`config.mk`:
```
export PLATFORM = sky130hd
export DESIGN_NAME = instr_encoder
export DESIGN_NICKNAME = d
export VERILOG_FILES = /design/src/rtl/instr_encoder.sv
export SDC_FILE = /design/constraint.sdc
export NUM_CORES = 1
export LEC_CHECK = 0
export CORE_ASPECT_RATIO = 2
export CORE_MARGIN = 3
export CORE_UTILIZATION = 40
export DETAILED_ROUTE_END_ITERATION = 12
export PLACE_DENSITY_LB_ADDON = 0.12
export SLEW_MARGIN = 30
export SYNTH_ARGS = -nofsm -noshare
export SYNTH_HDL_FRONTEND = slang
export SYNTH_SLANG_ARGS = --single-unit
```
`constraint.sdc`:
```
create_clock -name clk -period 2.6 [get_ports clk]
set_input_delay 0.52 -clock clk [delete_from_list [all_inputs] [get_ports clk]]
set_output_delay 0.52 -clock clk [all_outputs]
set_load 0.01 [all_outputs]
```
`src/rtl/instr_encoder.sv`:
```
// instr_encoder: streaming RV32I instruction encoder with a single registered output beat.
// Optional LI pseudo-instruction expansion is compiled in when INSTR_ENC_LI_EN is defined.

module instr_encoder #(
    parameter int XLEN = 32,
    parameter int ILEN = 32
) (
    input  logic            clk,
    input  logic            rst_n,
    input  logic            req_valid_in,
    output logic            req_ready_out,
    input  logic [3:0]      req_fmt_in,
    input  logic [4:0]      req_rd_in,
    input  logic [4:0]      req_rs1_in,
    input  logic [4:0]      req_rs2_in,
    input  logic [2:0]      req_funct3_in,
    input  logic [XLEN-1:0] req_imm_in,
    output logic            instr_valid_out,
    input  logic            instr_ready_in,
    output logic [ILEN-1:0] instr_out,
    output logic            err_out
);

    localparam logic [3:0] FMT_I_ALU = 4'd0;
    localparam logic [3:0] FMT_I_LD  = 4'd1;
    localparam logic [3:0] FMT_JALR  = 4'd2;
    localparam logic [3:0] FMT_S     = 4'd3;
    localparam logic [3:0] FMT_B     = 4'd4;
    localparam logic [3:0] FMT_LUI   = 4'd5;
    localparam logic [3:0] FMT_AUIPC = 4'd6;
    localparam logic [3:0] FMT_J     = 4'd7;
`ifdef INSTR_ENC_LI_EN
    localparam logic [3:0] FMT_LI    = 4'd8;
`endif

    localparam logic [6:0] OP_I_ALU = 7'b0010011;
    localparam logic [6:0] OP_LD    = 7'b0000011;
    localparam logic [6:0] OP_JALR  = 7'b1100111;
    localparam logic [6:0] OP_S     = 7'b0100011;
    localparam logic [6:0] OP_B     = 7'b1100011;
    localparam logic [6:0] OP_LUI   = 7'b0110111;
    localparam logic [6:0] OP_AUIPC = 7'b0010111;
    localparam logic [6:0] OP_J     = 7'b1101111;

`ifdef INSTR_ENC_LI_EN
    typedef enum logic [1:0] {IDLE, LI_HI, LI_LO} state_t;
`else
    typedef enum logic [0:0] {IDLE} state_t;
`endif

    function automatic logic [ILEN-1:0] pack_i(input logic [11:0] imm, input logic [4:0] rs1,
                                               input logic [2:0] f3, input logic [4:0] rd,
                                               input logic [6:0] op);
        return {imm, rs1, f3, rd, op};
    endfunction

    function automatic logic [ILEN-1:0] pack_s(input logic [11:0] imm, input logic [4:0] rs2,
                                               input logic [4:0] rs1, input logic [2:0] f3,
                                               input logic [6:0] op);
        return {imm[11:5], rs2, rs1, f3, imm[4:0], op};
    endfunction

    function automatic logic [ILEN-1:0] pack_b(input logic [12:1] imm, input logic [4:0] rs2,
                                               input logic [4:0] rs1, input logic [2:0] f3,
                                               input logic [6:0] op);
        return {imm[12], imm[10:5], rs2, rs1, f3, imm[4:1], imm[11], op};
    endfunction

    function automatic logic [ILEN-1:0] pack_u(input logic [31:12] imm, input logic [4:0] rd,
                                               input logic [6:0] op);
        return {imm, rd, op};
    endfunction

    function automatic logic [ILEN-1:0] pack_j(input logic [20:1] imm, input logic [4:0] rd,
                                               input logic [6:0] op);
        return {imm[20], imm[10:1], imm[11], imm[19:12], rd, op};
    endfunction

    state_t          state;
    state_t          next_state;
    logic            valid_q;
    logic [ILEN-1:0] instr_q;
    logic            err_q;
    logic            next_valid;
    logic [ILEN-1:0] next_instr;
    logic            next_err;

    logic            accept;
    logic            out_fire;
    logic            fits12;
    logic            fits13;
    logic            fits21;
    logic [ILEN-1:0] enc_instr;
    logic            enc_err;

`ifdef INSTR_ENC_LI_EN
    logic            enc_li_split;
    logic [19:0]     li_hi20;
    logic [4:0]      li_rd;
    logic [11:0]     li_lo12;
`endif

    assign req_ready_out   = rst_n && (state == IDLE) && (!valid_q || instr_ready_in);
    assign accept          = req_valid_in && req_ready_out;
    assign out_fire        = valid_q && instr_ready_in;
    assign instr_valid_out = valid_q;
    assign instr_out       = instr_q;
    assign err_out         = err_q;

    // A value fits in N signed bits when everything above bit N-2 is a copy of the sign.
    assign fits12 = (req_imm_in[XLEN-1:11] == '0) || (req_imm_in[XLEN-1:11] == '1);
    assign fits13 = (req_imm_in[XLEN-1:12] == '0) || (req_imm_in[XLEN-1:12] == '1);
    assign fits21 = (req_imm_in[XLEN-1:20] == '0) || (req_imm_in[XLEN-1:20] == '1);

`ifdef INSTR_ENC_LI_EN
    // Adding 0x800 only reaches bit 12 through imm[11], so the rounding needs a 20-bit adder.
    assign li_hi20 = req_imm_in[31:12] + {19'd0, req_imm_in[11]};
`endif

    always_comb begin
        enc_instr = '0;
        enc_err   = 1'b0;
`ifdef INSTR_ENC_LI_EN
        enc_li_split = 1'b0;
`endif
        case (req_fmt_in)
            FMT_I_ALU: begin
                enc_instr = pack_i(req_imm_in[11:0], req_rs1_in, req_funct3_in, req_rd_in, OP_I_ALU);
                enc_err   = !fits12;
            end
            FMT_I_LD: begin
                enc_instr = pack_i(req_imm_in[11:0], req_rs1_in, req_funct3_in, req_rd_in, OP_LD);
                enc_err   = !fits12;
            end
            FMT_JALR: begin
                enc_instr = pack_i(req_imm_in[11:0], req_rs1_in, req_funct3_in, req_rd_in, OP_JALR);
                enc_err   = !fits12;
            end
            FMT_S: begin
                enc_instr = pack_s(req_imm_in[11:0], req_rs2_in, req_rs1_in, req_funct3_in, OP_S);
                enc_err   = !fits12;
            end
            FMT_B: begin
                enc_instr = pack_b(req_imm_in[12:1], req_rs2_in, req_rs1_in, req_funct3_in, OP_B);
                enc_err   = !fits13 || req_imm_in[0];
            end
            FMT_LUI: begin
                enc_instr = pack_u(req_imm_in[31:12], req_rd_in, OP_LUI);
                enc_err   = (req_imm_in[11:0] != 12'd0);
            end
            FMT_AUIPC: begin
                enc_instr = pack_u(req_imm_in[31:12], req_rd_in, OP_AUIPC);
                enc_err   = (req_imm_in[11:0] != 12'd0);
            end
            FMT_J: begin
                enc_instr = pack_j(req_imm_in[20:1], req_rd_in, OP_J);
                enc_err   = !fits21 || req_imm_in[0];
            end
`ifdef INSTR_ENC_LI_EN
            FMT_LI: begin
                if (fits12) begin
                    enc_instr = pack_i(req_imm_in[11:0], 5'd0, 3'b000, req_rd_in, OP_I_ALU);
                end else begin
                    enc_instr    = pack_u(li_hi20, req_rd_in, OP_LUI);
                    enc_li_split = 1'b1;
                end
            end
`endif
            default: begin
                enc_instr = '0;
                enc_err   = 1'b1;
            end
        endcase
    end

    // Output register holds its beat until the downstream handshake, then loads the next one.
    always_comb begin
        next_state = state;
        next_valid = valid_q;
        next_instr = instr_q;
        next_err   = err_q;
        if (out_fire) begin
            next_valid = 1'b0;
        end
        case (state)
            IDLE: begin
                if (accept) begin
                    next_valid = 1'b1;
                    next_instr = enc_instr;
                    next_err   = enc_err;
`ifdef INSTR_ENC_LI_EN
                    if (enc_li_split) begin
                        next_state = LI_HI;
                    end
`endif
                end
            end
`ifdef INSTR_ENC_LI_EN
            LI_HI: begin
                if (out_fire) begin
                    if (li_lo12 != 12'd0) begin
                        next_valid = 1'b1;
                        next_instr = pack_i(li_lo12, li_rd, 3'b000, li_rd, OP_I_ALU);
                        next_err   = 1'b0;
                        next_state = LI_LO;
                    end else begin
                        next_state = IDLE;
                    end
                end
            end
            LI_LO: begin
                if (out_fire) begin
                    next_state = IDLE;
                end
            end
`endif
            default: begin
                next_state = IDLE;
            end
        endcase
    end

    always_ff @(posedge clk or negedge rst_n) begin
        if (!rst_n) begin
            state   <= IDLE;
            valid_q <= 1'b0;
            instr_q <= '0;
            err_q   <= 1'b0;
        end else begin
            state   <= next_state;
            valid_q <= next_valid;
            instr_q <= next_instr;
            err_q   <= next_err;
        end
    end

`ifdef INSTR_ENC_LI_EN
    always_ff @(posedge clk or negedge rst_n) begin
        if (!rst_n) begin
            li_rd   <= 5'd0;
            li_lo12 <= 12'd0;
        end else if (accept) begin
            li_rd   <= req_rd_in;
            li_lo12 <= req_imm_in[11:0];
        end
    end
`endif

endmodule

```
* Yosys cells after proc, flatten, opt, wreduce, memory -nomap -nowiden
Cells that the tools add are included.
** Cells by class
- Equal/unequal tests :: 10
- Mux-type cells :: 4
- Reductions and logical operators :: 21
** Operators by type and width (number)
- $pmux 32 s8 :: 1
- $eq 21x21->1 const B :: 1
- $logic_not 21->1 :: 1
- $eq 20x20->1 const B :: 1
- $logic_not 20->1 :: 1
- $eq 4x3->1 const B :: 4
- $eq 12x12->1 const B :: 1
- $logic_not 12->1 :: 1
- $reduce_bool 12->1 :: 1
- $eq 4x2->1 const B :: 2
- $logic_or 1x1->1 :: 6
- $eq 4x1->1 const B :: 1
- $logic_not 1->1 :: 4
- $logic_not 4->1 :: 1
- $pmux 1 s4 :: 1
- $reduce_or 4->1 :: 1
- $logic_and 1x1->1 :: 3
- $mux 1 :: 2
- $reduce_bool 2->1 :: 1
- $reduce_or 2->1 :: 1
** Word-level totals
- Register bits :: 34
- Bits of input ports :: 58
- Output and inout port bits :: 35

* Depth between registers and ports, before layout
Gate-level depths: netlist of run 1.
- Depth after elaboration :: 5
- Gate-level depth with buffers :: 7
- Gate-level depth less buffers :: 5

* Least setup slack after synthesis of run 1
Ideal clock, no wire load.
- Path kind :: input-to-reg
- Start point :: input req_fmt_in[0]
- End point :: register instr_q[20] (netlist: instr_out[20])
- Data arrival time :: 1.386 ns
- Required time :: 2.477 ns
- Slack :: 1.091 ns
- Stages on the path :: 5
- Buffers on the path :: 1
- Cells stage by stage :: buf_4 > mux2i_4 > inv_2 > a221oi_2 > o21ai_1
** On the way
- Cells in the longest elaborated chain, start to end :: 2
** RTL lines
- start, declared :: RTL line 12 : input logic [3:0] req_fmt_in,
- $eq 4x3->1, or another cell as far along :: RTL line 126 : case (req_fmt_in)
- $pmux 32 s8 (*) :: RTL line 126
- end signal, assigned :: RTL line 232 : instr_q <= next_instr;
- end, declared :: RTL line 82 : logic [ILEN-1:0] instr_q;
Mark *: on every way between the ends. The rest lies on a longest branch, timed or not.
A chain may end at the register's enable or synchronous reset.

* Worst setup path after layout of run 1
- Start point :: input instr_ready_in
- End point :: output req_ready_out
** On the way
- Cells in the longest elaborated chain, start to end :: 2
** RTL lines
- start, declared :: RTL line 19 : input logic instr_ready_in,
- $logic_or 1x1->1 :: RTL line 103 : assign req_ready_out = rst_n && (state == IDLE) && (!valid_q || instr_ready_in);
- $logic_and 1x1->1 :: RTL line 103
- end, declared :: RTL line 11 : output logic req_ready_out,
Every way passes these cells.

==> results.ini, run 1 <==
[sta]
slew_violations = 0
hold_viol = 0
final.setup_skew_ns = 0.007692
relSlewSlack = 0.6888
fin_tns_setup_ns = 0
max_freq_mhz = 431.1
setup_violations = 0
worst_pin_slew_ns = 0.4668
fin_crit_sh = 0.8923
rsz0062_at_grt = no
timing.hold.ws_ns = 0.3263
fin_crit_ns = 2.320

[grt]
antenna_found_initial = 0
grt_max_degree = 37
grt_remaining_overflow = 0
grt_pass1_wl_um = 9963
first_global_vias = 2009
grt_use_total = 0.2099

[clock_network]
cts_tree = built
cts_max_level = 2
ctsResizeCount = 0
clk_path_buf_depth = 2
clock-sinks = 33
cts_setup_buffers = 0
numCtsBuffers = 5
ctsHoldBuffers = 0
clk_pin_slew_ns = 0.07
insertion_delay_ns = 0.28
clockRootBuffer = clkbuf_8

[detailed_routing]
dr.pass1.iters = 4
wl_um = 6249
num_vias = 2063
drcViolationCount = 0
drtAntennaViolNets = 0
drt_iter0_drc = 64
wl_per_cell_um = 16.62
viasPerCell = 5.487

[critical_path]
r2r_slack_ns = 1.13
cp-end-kind = output pin
r2r-start = instr_valid_out
arrival_ns = 1.80
worstSetupEndpoint = req_ready_out
worst-r2r-cell-count = 6
reg2reg_to = err_out
crit_type = in2out
required_ns = 2.08
cp-startpoint = instr_ready_in
start_kind = input port
cp_max_fo = 3

[die]
die_area_um2 = 6050
pin_count = 93
start_util = 0.4159
rows = 36
fp.dieW_um = 56.52
dieHeight_um = 107.0
core-area_um2 = 4910

[yosys]
syn_area_um2 = 2042
ys.warnings.count = 0
postSynthCellCount = 225
ys_types = 44
synth.avg_cell_area_um2 = 9.075
ys_ff_latch = 33
synth-seq-area-share = 0.4044
syn-num-nets = 283

[finish]
drive_gt1_frac = 0.09404
fillers = 422
instances_no_fill = 376
fin_nets = 376
synthToLayoutAreaGrowth_pct = 51.65
n_antenna_cell = 0

[pwr]
power.density_nw_per_um2 = 503.5
vdd_drop_max_v = 0.0004334
p_leak_uw = 0.001339

[run_status]
outcome = finished clean

[hold_path]
hold_path_class = in2async

[place]
gp_congestion = 0.8809
dp_cells = 368
dpl.hpwl_um = 4902
io_buffers = 92

[flow_run]
drv_cap = 0

kinds of logic (layout without fill, tap and decap cells):
kind of cell | after synthesis | after routing | synth area share
AOI/OAI and AO/OA | 59 | 59 | 0.1771
xor gates and xnor gates | 1 | 1 | 0.004290
and+or+nand+nor | 90 | 90 | 0.2273
buffers and inverters | 17 | 111 | 0.05759
muxes | 25 | 25 | 0.1293
DFF | 33 | 33 | 0.4044
worst min path at each step:
stage | slack (ns) | end | startpoint
2_1_floorplan | 0.22 | err_out | rst_n
3_3_place_gp | 0.47 | instr_out[7] | instr_out[7]
3_5_place_dp | 0.47 | instr_out[2] | instr_out[2]
4_1_cts | 0.35 | instr_valid_out | rst_n
5_1_grt | 0.38 | instr_out[26] | rst_n
6_report | 0.33 | instr_out[26] | rst_n
flip-flops by register name, indices dropped and copies added, names as in the netlist:
register         cells
instr_out           31
err_out              1
instr_valid_out      1
routing by layer:
layer  up-vias  GRT usage  wire [um]
li1       1002          -          -
met1       974     0.2422       2410
met2        73     0.3717       3370
met3        14    0.02892        265
met4         0    0.09847        204
met5         -          0          0
through the flow:
step                      setup slack [ns]  cell area (um^2)    util  power (uW)
after floorplan                      1.091              2042       -       842.9
after global placement              0.2979              2995  0.6101        1139
after detailed placement            0.2721              2995  0.6101        1144
after CTS                           0.2725              3097  0.6307        1580
after global routing                0.2470              3097  0.6307        1643
final                               0.2801              3097  0.6307        1559
layout make-up:
type / count / area [um^2] / share of cell area
inverters: 3 / 11.26 / 0.003636
multi-input cells: 175 / 1099 / 0.3547
flip-flops and latches: 33 / 825.8 / 0.2667
repair buffers: 100 / 988.4 / 0.3192
clock buffers: 7 / 96.34 / 0.03111
well taps: 57 / 71.32 / 0.02303
clock inverters: 1 / 5.005 / 0.001616
cell usage after synthesis, drive strengths merged:
library cell | count | share of area
a211oi | 5 | 0.018
a21boi | 1 | 0.0037
a21oi | 16 | 0.039
a221oi | 1 | 0.0074
a22oi | 1 | 0.0037
a31oi | 1 | 0.0031
and2 | 2 | 0.0080
and2b | 1 | 0.0037
and3 | 1 | 0.0031
buf | 11 | 0.047
clkbuf | 3 | 0.0055
dfrtp | 33 | 0.40
inv | 3 | 0.0055
mux2 | 1 | 0.0055
mux2i | 24 | 0.12
nand2 | 34 | 0.066
nand2b | 5 | 0.019
nand3 | 4 | 0.016
nand4 | 5 | 0.015
nor2 | 16 | 0.029
nor2b | 5 | 0.018
nor3 | 7 | 0.017
nor4 | 8 | 0.025
o211ai | 1 | 0.0037
o21ai | 27 | 0.072
o221ai | 1 | 0.0043
o22ai | 1 | 0.0031
o31ai | 3 | 0.011
o41ai | 1 | 0.0080
or2 | 1 | 0.0031
or3b | 1 | 0.0043
xnor2 | 1 | 0.0043
cell usage in the layout, fill, tap and decap left out, drive strengths merged:
| master | n |
|---|---|
| dfrtp | 33 |
| nand4 | 5 |
| a211oi | 5 |
| nor2 | 16 |
| clkdlybuf4s50 | 91 |
| mux2i | 24 |
| nand2 | 34 |
| and3 | 1 |
| a21oi | 16 |
| nand3 | 4 |
| xnor2 | 1 |
| nand2b | 5 |
| buf | 9 |
| nor3 | 7 |
| o22ai | 1 |
| o41ai | 1 |
| clkinv | 1 |
| o221ai | 1 |
| o211ai | 1 |
| a22oi | 1 |
| a221oi | 1 |
| and2 | 2 |
| a31oi | 1 |
| o21ai | 27 |
| nor2b | 5 |
| inv | 3 |
| nor4 | 8 |
| a21boi | 1 |
| mux2 | 1 |
| or2 | 1 |
| clkbuf | 7 |
| and2b | 1 |
| or3b | 1 |
| o31ai | 3 |
worst max-delay path, stage by stage:
cell,delay [ns]
clkdlybuf4s50_1,0.46
nand2b_4,0.14
and2_2,0.15
clkdlybuf4s50_1,0.53
power breakdown:
part,switching (uW),internal [uW]
combinational,222,288
sequential,38.5,582
clock,189,239
(Power assumes the default switching activity.)
==> run 2: changes to the inputs <==
- CORE_MARGIN: 3 -> 4
==> run 2 against run 1 <==
Sequential cell count is the same; non-clock buffer count unchanged; register-to-register slack got worse by 0.08 ns; final area increased by 0.48%; wire length grew 1.2%; first-iteration DRC count decreased by 23%; via count down 1.2%; count of clock-buffer cells in the layout unchanged; maximum frequency increased by 0.20%; global-route usage down 0.64 points; largest cell class unchanged.
==> results.ini, run 2 (synthesized netlist as in run 1, its figures left out) <==
[sta]
fin_ws_ns = 0.2848
hold_viol = 0
slew_violations = 0
rsz0062_at_grt = no
setup_violations = 0
worst_pin_slew_ns = 0.3819
relSlewSlack = 0.7444
final.setup_skew_ns = 0.008680
fin_crit_sh = 0.8905
fin_crit_ns = 2.315
max_freq_mhz = 431.9
fin_tns_setup_ns = 0

[grt]
grt_use_total = 0.2035
first_global_vias = 2009
grt_pass1_wl_um = 9784
grt_remaining_overflow = 0
antenna_found_initial = 0
grt_max_degree = 26

[pwr]
p_leak_uw = 0.001342
switching_power_uw = 447.9
swShare = 0.2747
power.density_nw_per_um2 = 524.1
power_frac_comb = 0.315
pwr-share-seq = 0.380
vdd_drop_max_v = 0.0003926
power.internal_uw = 1183
clkPwrFrac = 0.305

[critical_path]
start_kind = input port
critPathBufInv = 2
cpPeakStageDelay_ns = 0.53
cpMostUsedCell = clkdlybuf4s50_1
arrival_ns = 1.80
r2r-start = instr_valid_out
required_ns = 2.08
cp_max_fo = 3
crit_type = in2out
cp_cell_sequence = clkdlybuf4s50_1 -> nand2b_4 -> and2_2 -> clkdlybuf4s50_1
crit_family = buffers and inverters
worst-r2r-cell-count = 5
cp-end-kind = output pin
cpMaxStageDelayCell = clkdlybuf4s50_1
reg2reg_to = instr_out[18]
r2r_slack_ns = 1.05

[clock_network]
clock-sinks = 33
clk_path_buf_depth = 2
clk_pin_slew_ns = 0.07
numCtsBuffers = 5
insertion_delay_ns = 0.29
ctsResizeCount = 0
ctsHoldBuffers = 0
clockRootBuffer = clkbuf_8
cts_tree = built
cts_setup_buffers = 0
cts_max_level = 2

[finish]
final_common_cell = clkdlybuf4s50_1
fin_nets = 376
synthToLayoutAreaGrowth_pct = 52.39
largest_reg_flops = 31
drive_gt1_frac = 0.09091
fillers = 432
final_cell_mix = 91 x clkdlybuf4s50_1, 33 x nand2_1, 33 x dfrtp_1
n_antenna_cell = 0

[die]
fp.dieW_um = 58.52
start_util = 0.4159
pin_count = 93
rows = 36
dieHeight_um = 109.0
die_area_um2 = 6381
core-area_um2 = 4910

[place]
dpl.hpwl_um = 5169
pre_cts_ws_ns = 0.2603
gp_congestion = 0.9099
io_buffers = 92

[detailed_routing]
drcViolationCount = 0
num_vias = 2038
drt_iter0_drc = 49
dr.pass1.iters = 4
viasPerCell = 5.420
wl_um = 6323
wl_per_cell_um = 16.82
drtAntennaViolNets = 0

[flow_run]
drv_cap = 0

[hold_path]
hold_path_class = in2async

[run_status]
outcome = finished clean

-- run 2: metrics by stage --
| step | instance area [um^2] | utilization | cells | hold slack [ns] | total power, uW |
|---|---|---|---|---|---|
| floorplan | 2042 | - | 225 | 0.2244 | 842.9 |
| global placement | 2995 | 0.6101 | 368 | 0.4681 | 1141 |
| CTS | 3112 | 0.6338 | 376 | 0.1938 | 1656 |
| global route | 3112 | 0.6338 | 376 | 0.2131 | 1717 |
| finish | 3112 | 0.6338 | 376 | 0.1977 | 1631 |
| detailed placement | 2995 | 0.6101 | 368 | 0.4698 | 1147 |
-- run 2: worst max path at each step --
| stage | start | end | slack (ns) | depth (start not counted) |
|---|---|---|---|---|
| 6_report | instr_ready_in | req_ready_out | 0.28 | 4 |
| 5_1_grt | instr_ready_in | req_ready_out | 0.25 | 4 |
| 4_1_cts | instr_ready_in | req_ready_out | 0.28 | 4 |
| 3_5_place_dp | req_fmt_in[0] | err_out | 0.26 | 7 |
| 3_3_place_gp | req_fmt_in[0] | err_out | 0.23 | 7 |
| 2_1_floorplan | req_fmt_in[0] | instr_out[20] | 1.09 | 5 |
-- run 2: routing by layer --
layer,track usage,up-vias,wire [um]
met4,0.09287,0,201
met5,0,-,0
met2,0.3656,77,3368
met1,0.2197,949,2349
li1,-,1000,-
met3,0.04384,12,404
-- run 2: final cells by class --
| type | count | area, um^2 | share of cell area |
|---|---|---|---|
| clock buffer | 7 | 86.33 | 0.02774 |
| clock inverter | 1 | 30.03 | 0.009650 |
| inverter | 3 | 11.26 | 0.003619 |
| multi-input combinational | 175 | 1099 | 0.3530 |
| sequential | 33 | 825.8 | 0.2654 |
| tap | 57 | 71.32 | 0.02292 |
| timing repair buffer | 100 | 988.4 | 0.3177 |
-- run 2: worst reg2reg max path: cells and delay by family (launching register included) --
kind / cells / cell delay [ns]
buffers and inverters: 1 / 0.24
AO/OA/AOI/OAI: 1 / 0.18
AND/OR/NAND/NOR: 3 / 0.65
flip-flops: 1 / 0.41
-- run 2: power groups by stage --
stage               combinational (uW)  sequential (uW)  clock (uW)
floorplan                          181              662           0
global placement                   511              629           0
detailed placement                 517              630           0
CTS                                519              621         516
global route                       555              629         534
finish                             513              620         498
